### src/rtl/rx_align_pkg.sv
// Shared constants and state type for the receive word-alignment path.
// Latency: n/a (declarations only).
// Backpressure: n/a.
package rx_align_pkg;

  localparam int WORD_BITS = 10;

  // K28.5 comma in both running disparities, bit 0 = first transmitted bit "a".
  localparam logic [WORD_BITS-1:0] K28_5_RDN = 10'h17C;
  localparam logic [WORD_BITS-1:0] K28_5_RDP = 10'h283;

  localparam logic [3:0] PHASE_LAST = 4'd9;

  typedef enum logic [1:0] {
    HUNT   = 2'd0,
    VERIFY = 2'd1,
    LOCKED = 2'd2
  } align_state_e;

endpackage

### src/rtl/rx_word_align_comma_det.sv
// Combinational K28.5 detector (either disparity) on a 10-bit window.
// Latency: 0 cycles, purely combinational.
// Backpressure: none; evaluates every window.
module rx_comma_det
  import rx_align_pkg::*;
(
  input  logic [WORD_BITS-1:0] window_i,
  output logic                 is_comma_o
);

  // Exact match against both disparities of the comma symbol.
  always_comb begin
    is_comma_o = (window_i == K28_5_RDN) || (window_i == K28_5_RDP);
  end

endmodule

### src/rtl/rx_word_align.sv
// Hunts for K28.5, verifies the word boundary, then emits one aligned word per ten bit clocks.
// Latency: one clock from the sampled boundary window to word_out/word_valid.
// Backpressure: none; the decoder must accept every word_valid pulse.
module rx_word_align
  import rx_align_pkg::*;
#(
  parameter int ACQ_COMMAS  = 3,
  parameter int LOSS_THRESH = 4
) (
  input  logic                 CRC_CKL,
  input  logic                 RESET,
  input  logic                 en,
  input  logic [WORD_BITS-1:0] rx_window,
  output logic [WORD_BITS-1:0] word_out,
  output logic                 word_valid,
  output logic                 word_is_comma,
  output logic                 locked,
  output logic [3:0]           bit_phase,
  output logic [7:0]           realign_cnt
);

  align_state_e         state_q, state_d;
  logic [3:0]           phase_q, phase_d;
  logic [3:0]           good_q, good_d;
  logic [3:0]           err_q, err_d;
  logic [7:0]           realign_q, realign_d;
  logic [WORD_BITS-1:0] word_q, word_d;
  logic                 wc_q, wc_d;
  logic                 wv_q, wv_d;
  logic                 locked_q, locked_d;

  logic                 is_comma;
  logic                 boundary;
  logic [3:0]           phase_adv;
  logic [4:0]           good_inc;
  logic [4:0]           err_inc;

  rx_comma_det u_comma_det (
    .window_i   (rx_window),
    .is_comma_o (is_comma)
  );

  // Next-state, counter and output decode for the alignment FSM.
  always_comb begin
    state_d   = state_q;
    phase_d   = phase_q;
    good_d    = good_q;
    err_d     = err_q;
    realign_d = realign_q;
    word_d    = word_q;
    wc_d      = wc_q;
    wv_d      = 1'b0;

    boundary  = (phase_q == PHASE_LAST);
    phase_adv = boundary ? 4'd0 : phase_q + 4'd1;
    good_inc  = {1'b0, good_q} + 5'd1;
    err_inc   = {1'b0, err_q} + 5'd1;

    unique case (state_q)
      HUNT: begin
        phase_d = 4'd0;
        if (is_comma) begin
          good_d  = 4'd1;
          state_d = VERIFY;
        end
      end

      VERIFY: begin
        phase_d = phase_adv;
        if (is_comma && boundary) begin
          good_d = good_inc[3:0];
          if (good_inc >= 5'(ACQ_COMMAS)) begin
            state_d = LOCKED;
            err_d   = 4'd0;
          end
        end else if (is_comma) begin
          // Off-boundary comma: drop back and re-acquire at this new phase at once.
          phase_d = 4'd0;
          good_d  = 4'd1;
        end
      end

      LOCKED: begin
        phase_d = phase_adv;
        if (boundary) begin
          wv_d   = 1'b1;
          word_d = rx_window;
          wc_d   = is_comma;
          if (is_comma) begin
            err_d = 4'd0;
          end
        end else if (is_comma) begin
          if (err_inc >= 5'(LOSS_THRESH)) begin
            // Lock lost; the next comma seen in HUNT sets the new phase.
            state_d   = HUNT;
            err_d     = 4'd0;
            phase_d   = 4'd0;
            realign_d = (realign_q != 8'hFF) ? realign_q + 8'd1 : realign_q;
          end else begin
            err_d = err_inc[3:0];
          end
        end
      end

      default: begin
        state_d = HUNT;
        phase_d = 4'd0;
      end
    endcase

    // Disable behaves like reset but keeps the realign history.
    if (!en) begin
      state_d = HUNT;
      phase_d = 4'd0;
      good_d  = 4'd0;
      err_d   = 4'd0;
      word_d  = '0;
      wc_d    = 1'b0;
      wv_d    = 1'b0;
    end

    locked_d = (state_d == LOCKED);
  end

  // State and output registers with synchronous reset.
  always_ff @(posedge CRC_CKL) begin
    if (RESET) begin
      state_q   <= HUNT;
      phase_q   <= 4'd0;
      good_q    <= 4'd0;
      err_q     <= 4'd0;
      realign_q <= 8'd0;
      word_q    <= '0;
      wc_q      <= 1'b0;
      wv_q      <= 1'b0;
      locked_q  <= 1'b0;
    end else begin
      state_q   <= state_d;
      phase_q   <= phase_d;
      good_q    <= good_d;
      err_q     <= err_d;
      realign_q <= realign_d;
      word_q    <= word_d;
      wc_q      <= wc_d;
      wv_q      <= wv_d;
      locked_q  <= locked_d;
    end
  end

  assign word_out      = word_q;
  assign word_valid    = wv_q;
  assign word_is_comma = wc_q;
  assign locked        = locked_q;
  assign bit_phase     = phase_q;
  assign realign_cnt   = realign_q;

endmodule

### config.mk
export PLATFORM = sky130hd
export DESIGN_NAME = rx_word_align
export DESIGN_NICKNAME = d
export VERILOG_FILES = /design/src/rtl/rx_align_pkg.sv /design/src/rtl/rx_word_align_comma_det.sv /design/src/rtl/rx_word_align.sv
export SDC_FILE = /design/constraint.sdc
export NUM_CORES = 1
export LEC_CHECK = 0
export CORE_UTILIZATION = 30
export CTS_CLUSTER_DIAMETER = 60
export CTS_CLUSTER_SIZE = 12
export DETAILED_ROUTE_END_ITERATION = 7
export PLACE_DENSITY_LB_ADDON = 0.15
export SLEW_MARGIN = 0
export SYNTH_ARGS = -nofsm -noshare
export SYNTH_HDL_FRONTEND = slang
export SYNTH_SLANG_ARGS = --single-unit
### constraint.sdc
create_clock -name CRC_CKL -period 2.25 [get_ports CRC_CKL]
set_input_delay 0.225 -clock CRC_CKL [delete_from_list [all_inputs] [get_ports CRC_CKL]]
set_output_delay 0.225 -clock CRC_CKL [all_outputs]
set_load 0.005 [all_outputs]
==> impl_metrics.yaml, run 1 <==
synth:
  synth-simple-area-share: 0.2904
  yosysSeqAreaShare: 0.4076
  synth-edff-count: 0
  synth-xor-area-share: 0.04076
  synth_flop_cell: "dfxtp_1"
  synth_cell_types: 39
  synth_top_family_by_area: "simple AND/OR/NAND/NOR gates"
  synth_nets: 231
  synth_top_cell_area_share: 0.4076
  muxShareOfSynthArea: 0.01164
  synthArstFlopShare: 0
  synth_cells: 207
  synth_area_leader_cell: "dfxtp_1"
  netlist_area_um2: 1719
  synth-compound-area-share: 0.1346
  avgSynthCellArea_um2: 8.305
  synthTopCellsByArea: "dfxtp_1, ha_1, nand2_1"
  synth_warnings: 0
  synth_fa_ha_area_frac: 0.08006
  yosysMostFrequentCell: "dfxtp_1"
  yosys-top-cells-count: "dfxtp_1, nand2_1, nor2_1"
  synth_seq_cells: 35
sta:
  rsz0062_at_grt: "no"
  tightest_slew_ps: 740.6
  worst_clock_skew_ps: 2.701
  finalSetupViolCount: 0
  hold_viol_final: 0
  relSlewSlack: 0.5021
  drv_slew: 0
  min_period_ps: 2172
  fmax_mhz: 460.3
  period_share: 0.9655
place:
  place_area_um2: 2300
  placedCellCount: 330
  gp_congestion: 0.8497
  io_buffers: 37
  place.detailed.hpwl_um: 2998
setup_path:
  ff2ff_setup_slack_ps: 250
  crit_buf_inv: 3
  cp_cell_sequence: "clkdlybuf4s50_1, or4b_4, nor4_2, buf_4, o221ai_1, buf_4, nor4_2, xnor2_1, nor2_1"
  cpPeakStageDelay_ps: 540
  cp_slowest_cell: "or4b_4"
  crit_type: "input port to register"
  rr_worst_depth: 7
  rr_startpoint: "realign_cnt[0]"
  worst_r2r_endpoint: "realign_cnt[7]"
  required_ps: 2430
  cp.arrival_ps: 2360
  path_delay_family: "simple AND/OR/NAND/NOR gates"
  cp-end-kind: "register"
  cp_max_fo: 11
  start_kind: "input port"
clock_network:
  cts_sinks: 35
  insertion_delay_ps: 280
  clockBufferDepth: 2
  cts_made_buffers: 5
  cts_tree: "done"
  cts_root_buf: "clkbuf_8"
  h-tree-depth: 2
  path_clk_slew_ps: 70
  hold_buffers: 0
min_path:
  hp-class: "register to register"
  holdPathStages: 2
  min_from: "word_out[2]"
  hold_end: "word_out[2]"
die:
  dieArea_um2: 6037
  io_pins: 38
  die_y_um: 77.70
  start_util: 0.3122
  die_width_um: 77.70
  rows: 27
  core_area_um2: 5507
power:
  pwr-share-seq: 0.523
  vdd_drop_max_mv: 0.2425
  totalPowerFinal_mw: 1.184
  power_density_nw_per_um2: 486.9
  leakage_nw: 0.8305
  clockPowerShare: 0.428
  p_int_mw: 0.9347
  combPwrFrac: 0.050
  switchingPower_mw: 0.2495
  power_switching_share: 0.2107
job:
  drv_cap: 0
detailed_routing:
  post-route-drc-count: 0
  vias: 1592
  avgViaCountPerCell: 4.710
  drt_first_pass_iters: 4
  drt_wl_total_um: 4028
  post_drt_wl_per_cell_um: 11.92
  dr.first_iter.drc_count: 69
  drtAntennaViolNets: 0
finish:
  syn_to_final_growth_pct: 41.48
  antennaDiodeCount: 0
  fin_util: 0.4417
  finalNonFillerCells: 338
  fin_area_um2: 2432
  nNetsFinal: 289
  layout-drive-gt1-share: 0.1504
global_routing:
  grt_pass1_vias: 1450
  grt_antenna_before_repair: 0
  grt-ovfl-total: 0
  grt_max_degree: 14
  grt_pass1_wl_um: 6789
  grt.total_usage: 0.1439
outcome:
  run_status: "completed"
metrics by stage:
stage / setup TNS [ps] / hold slack, ps / setup slack [ps]
floorplan: 0 / 361.0 / 258.8
global placement: -3234 / 445.0 / -229.4
detailed placement: -4381 / 452.4 / -317.2
CTS: 0 / 466.7 / 25.91
global route: 0 / 483.7 / 1.263
finish: 0 / 459.7 / 77.61
power groups by stage:
| stage | Clock, mW | Combinational [mW] | Sequential [mW] |
|---|---|---|---|
| finish | 0.506 | 0.0588 | 0.619 |
| global route | 0.556 | 0.0638 | 0.619 |
| CTS | 0.519 | 0.0582 | 0.619 |
| detailed placement | 0 | 0.0567 | 0.633 |
| global placement | 0 | 0.0576 | 0.633 |
| floorplan | 0 | 0.0119 | 0.633 |
what timing repair did:
action / 4_1_cts / 5_1_grt
resized for setup: 1 / 6
gates cloned: 0 / 0
pin swaps: 0 / 1
setup buffers: 0 / 0
endpoints found under the setup margin: 1 / 4
placed cells by master, fill, tap and decap left out, drive strengths merged, types with 11 or more instances in the layout:
cell type,synthesis,final
clkdlybuf4s50,0,37
dfxtp,35,35
nand2,33,33
nor2,28,28
buf,2,20
a21oi,19,19
ha,11,11
tightest hold or removal path, stage by stage (launching register included):
cell	delay (ps)
dfxtp_1	310
nand2_1	50
a21oi_1	50
registers in the layout, indices dropped and copies added, names as in the netlist:
| register | flops |
|---|---|
| word_out | 10 |
| realign_cnt | 8 |
| bit_phase | 4 |
| err_q | 4 |
| good_q | 4 |
| state_q | 2 |
| locked | 1 |
| word_is_comma | 1 |
| word_valid | 1 |
area by class of cell:
cell class | count | area [um^2]
Clock buffer | 8 | 100.1
Fill cell | 565 | 3074
Inverter | 8 | 30.03
Multi-Input combinational cell | 158 | 991.0
Sequential cell | 35 | 700.7
Tap cell | 72 | 90.09
Timing Repair Buffer | 57 | 520.5
metal layers:
metal,vias to the layer above,GRT usage,share of wire
met5,-,0,0
met4,0,0.05660,0.015
met3,6,0.04118,0.035
met2,25,0.2239,0.45
met1,741,0.1862,0.50
li1,820,-,-
how the worst max path moves through the flow:
stage | from | end | cells past startpoint
detailed placement | rx_window[0] | locked | 8
floorplan | rx_window[4] | realign_cnt[7] | 7
finish | rx_window[4] | realign_cnt[7] | 9
global placement | rx_window[4] | locked | 9
CTS | rx_window[0] | locked | 8
global route | rx_window[4] | realign_cnt[2] | 9
logic make-up after synthesis:
family / Yosys count
AND/OR/NAND/NOR: 99
AO/OA/AOI/OAI: 38
flip-flops: 35
buffers and inverters: 14
adder cells (fa/ha/maj): 11
XOR/XNOR: 8
multiplexers: 2
(Power assumes the default switching activity.)
==> run 2, diff against run 1 <==
--- a/config.mk
+++ b/config.mk
@@ -10,6 +10,8 @@
 export CTS_CLUSTER_SIZE = 12
 export DETAILED_ROUTE_END_ITERATION = 7
 export PLACE_DENSITY_LB_ADDON = 0.15
+export REMOVE_ABC_BUFFERS = 1
+export SETUP_SLACK_MARGIN = 0.3
 export SLEW_MARGIN = 0
 export SYNTH_ARGS = -nofsm -noshare
 export SYNTH_HDL_FRONTEND = slang
==> run 2 against run 1 <==
Non-clock buffer count grew 8. Via count increased by 2.0%. Utilization is 2.8 points higher. Setup slack improved by 300 ps. Die area unchanged. Combinational power decreased by 3%. Cell area up 6.4%. Global-route usage rose by 1.1 points. Critical path type unchanged. Largest cell class unchanged.
==> impl_metrics.yaml, run 2 (synthesis results as in run 1) <==
clock_network:
  clockBufferDepth: 2
  h-tree-depth: 2
  path_clk_slew_ps: 70
  cts_root_buf: "clkbuf_8"
  cts_tree: "done"
  cts_made_buffers: 5
  hold_buffers: 0
  cts_sinks: 35
  insertion_delay_ps: 290
detailed_routing:
  vias: 1624
  post-route-drc-count: 0
  dr.first_iter.drc_count: 45
  drt_first_pass_iters: 4
  drt_wl_total_um: 4263
  drtAntennaViolNets: 0
  post_drt_wl_per_cell_um: 12.32
  avgViaCountPerCell: 4.694
setup_path:
  cp.arrival_ps: 2100
  rr_worst_depth: 6
  cp_cell_sequence: "clkdlybuf4s15_1, or4b_4, nor4_4, buf_4, o221ai_4, buf_8, or3_1, a21oi_1"
  required_ps: 2470
  worst_r2r_endpoint: "realign_cnt[7]"
  cp-end-kind: "register"
  rr_startpoint: "realign_cnt[3]"
  crit_buf_inv: 3
  cp_slowest_cell: "or4b_4"
  start_kind: "input port"
  crit_type: "input port to register"
  cpPeakStageDelay_ps: 500
  cp_max_fo: 6
  path_delay_family: "simple AND/OR/NAND/NOR gates"
  ff2ff_setup_slack_ps: 420
global_routing:
  grt_antenna_before_repair: 0
  grt-ovfl-total: 0
  grt_busiest_layer: "met2"
  met2_usage: 0.2531
  grt.total_usage: 0.1547
  grt_pass1_wl_um: 7286
  grt_max_degree: 13
  grt_pass1_vias: 1566
  grt.met1_usage: 0.1958
  use_met3: 0.03412
finish:
  fin_util: 0.4701
  layout-drive-gt1-share: 0.2372
  nNetsFinal: 297
  largest_reg_flops: 10
  finalNonFillerCells: 346
  layout_common_cells: "dfxtp_1, nand2_1, clkdlybuf4s50_1, buf_4, nor2_1"
  syn_to_final_growth_pct: 50.58
  fin_area_um2: 2589
  antennaDiodeCount: 0
  layout_commonest_cell: "dfxtp_1"
min_path:
  holdPathStages: 4
  hold_end: "word_out[1]"
  hp-class: "input port to register"
  min_from: "rx_window[1]"
sta:
  period_share: 0.8321
  drv_slew: 0
  worst_clock_skew_ps: 6.311
  min_period_ps: 1872
  tightest_slew_ps: 414.0
  fmax_mhz: 534.1
  setup_tns_ps: 0
  hold_viol_final: 0
  fin_ws_ps: 377.9
  rsz0062_at_grt: "no"
  finalSetupViolCount: 0
  relSlewSlack: 0.7240
  holdWs_ps: 300.1
place:
  io_buffers: 37
  place.detailed.hpwl_um: 2951
  placedCellCount: 333
  place_area_um2: 2322
  gp_congestion: 0.7330
  post-place-ws_ps: -239.4
power:
  vdd_drop_max_mv: 0.2582
  power_density_nw_per_um2: 433.7
  totalPowerFinal_mw: 1.123
  leakage_nw: 0.9402
die:
  die_width_um: 77.70
  die_y_um: 77.70
  core_area_um2: 5507
  dieArea_um2: 6037
  start_util: 0.3122
  io_pins: 38
  rows: 27
job:
  drv_cap: 0
outcome:
  run_status: "completed"
run 2: changes by cell type in the layout (fill, tap and decap cells not counted), sizes merged:
cell	previous run	this run
clkbuf	8	11
buf	20	28
clkinv	0	1
clkdlybuf4s50	37	29
clkdlybuf4s15	0	4
run 2: layout make-up:
cell class / instances / area [um^2]
Inverter: 8 / 30.03
Tap cell: 72 / 90.09
Clock inverter: 1 / 5.005
Clock buffer: 7 / 76.32
Timing Repair Buffer: 65 / 568.0
Sequential cell: 35 / 701.9
Fill cell: 557 / 2918
Multi-Input combinational cell: 158 / 1117
run 2: worst max path at each step:
| stage | slack [ps] | cells after the start | from | to |
|---|---|---|---|---|
| after floorplan | 140 | 6 | rx_window[4] | locked |
| after global placement | -230 | 9 | rx_window[4] | locked |
| after detailed placement | -240 | 9 | rx_window[4] | locked |
| after CTS | 300 | 8 | rx_window[6] | locked |
| after global routing | 300 | 8 | good_q[0] | err_q[1] |
| final | 380 | 8 | rx_window[4] | realign_cnt[3] |
run 2: power breakdown:
group          switching [mW]  internal [mW]  total [mW]
logic                  0.0247         0.0321      0.0569
clock network           0.229          0.217       0.447
registers           0.0000357          0.619       0.619
run 2: layer usage:
metal	wire, um	part of all wire
met1	2020	0.47
met2	2008	0.47
met3	174	0.041
met4	59	0.014
met5	0	0
run 2: worst reg2reg max path, cell delays in order (launching register included):
cell and delay, ps:
dfxtp_1 420, nand3_1 300, o31ai_4 450, or2_2 270, nor4_4 70, xnor2_1 160
nor2_1 50
run 2: timing repair:
action / 4_1_cts / 5_1_grt
hold endpoints to repair: 0 / 0
setup buffers: 0 / 4
resized for setup: 32 / 25
pin swaps: 15 / 10
endpoints found under the setup margin: 21 / 20
cloned: 1 / 0
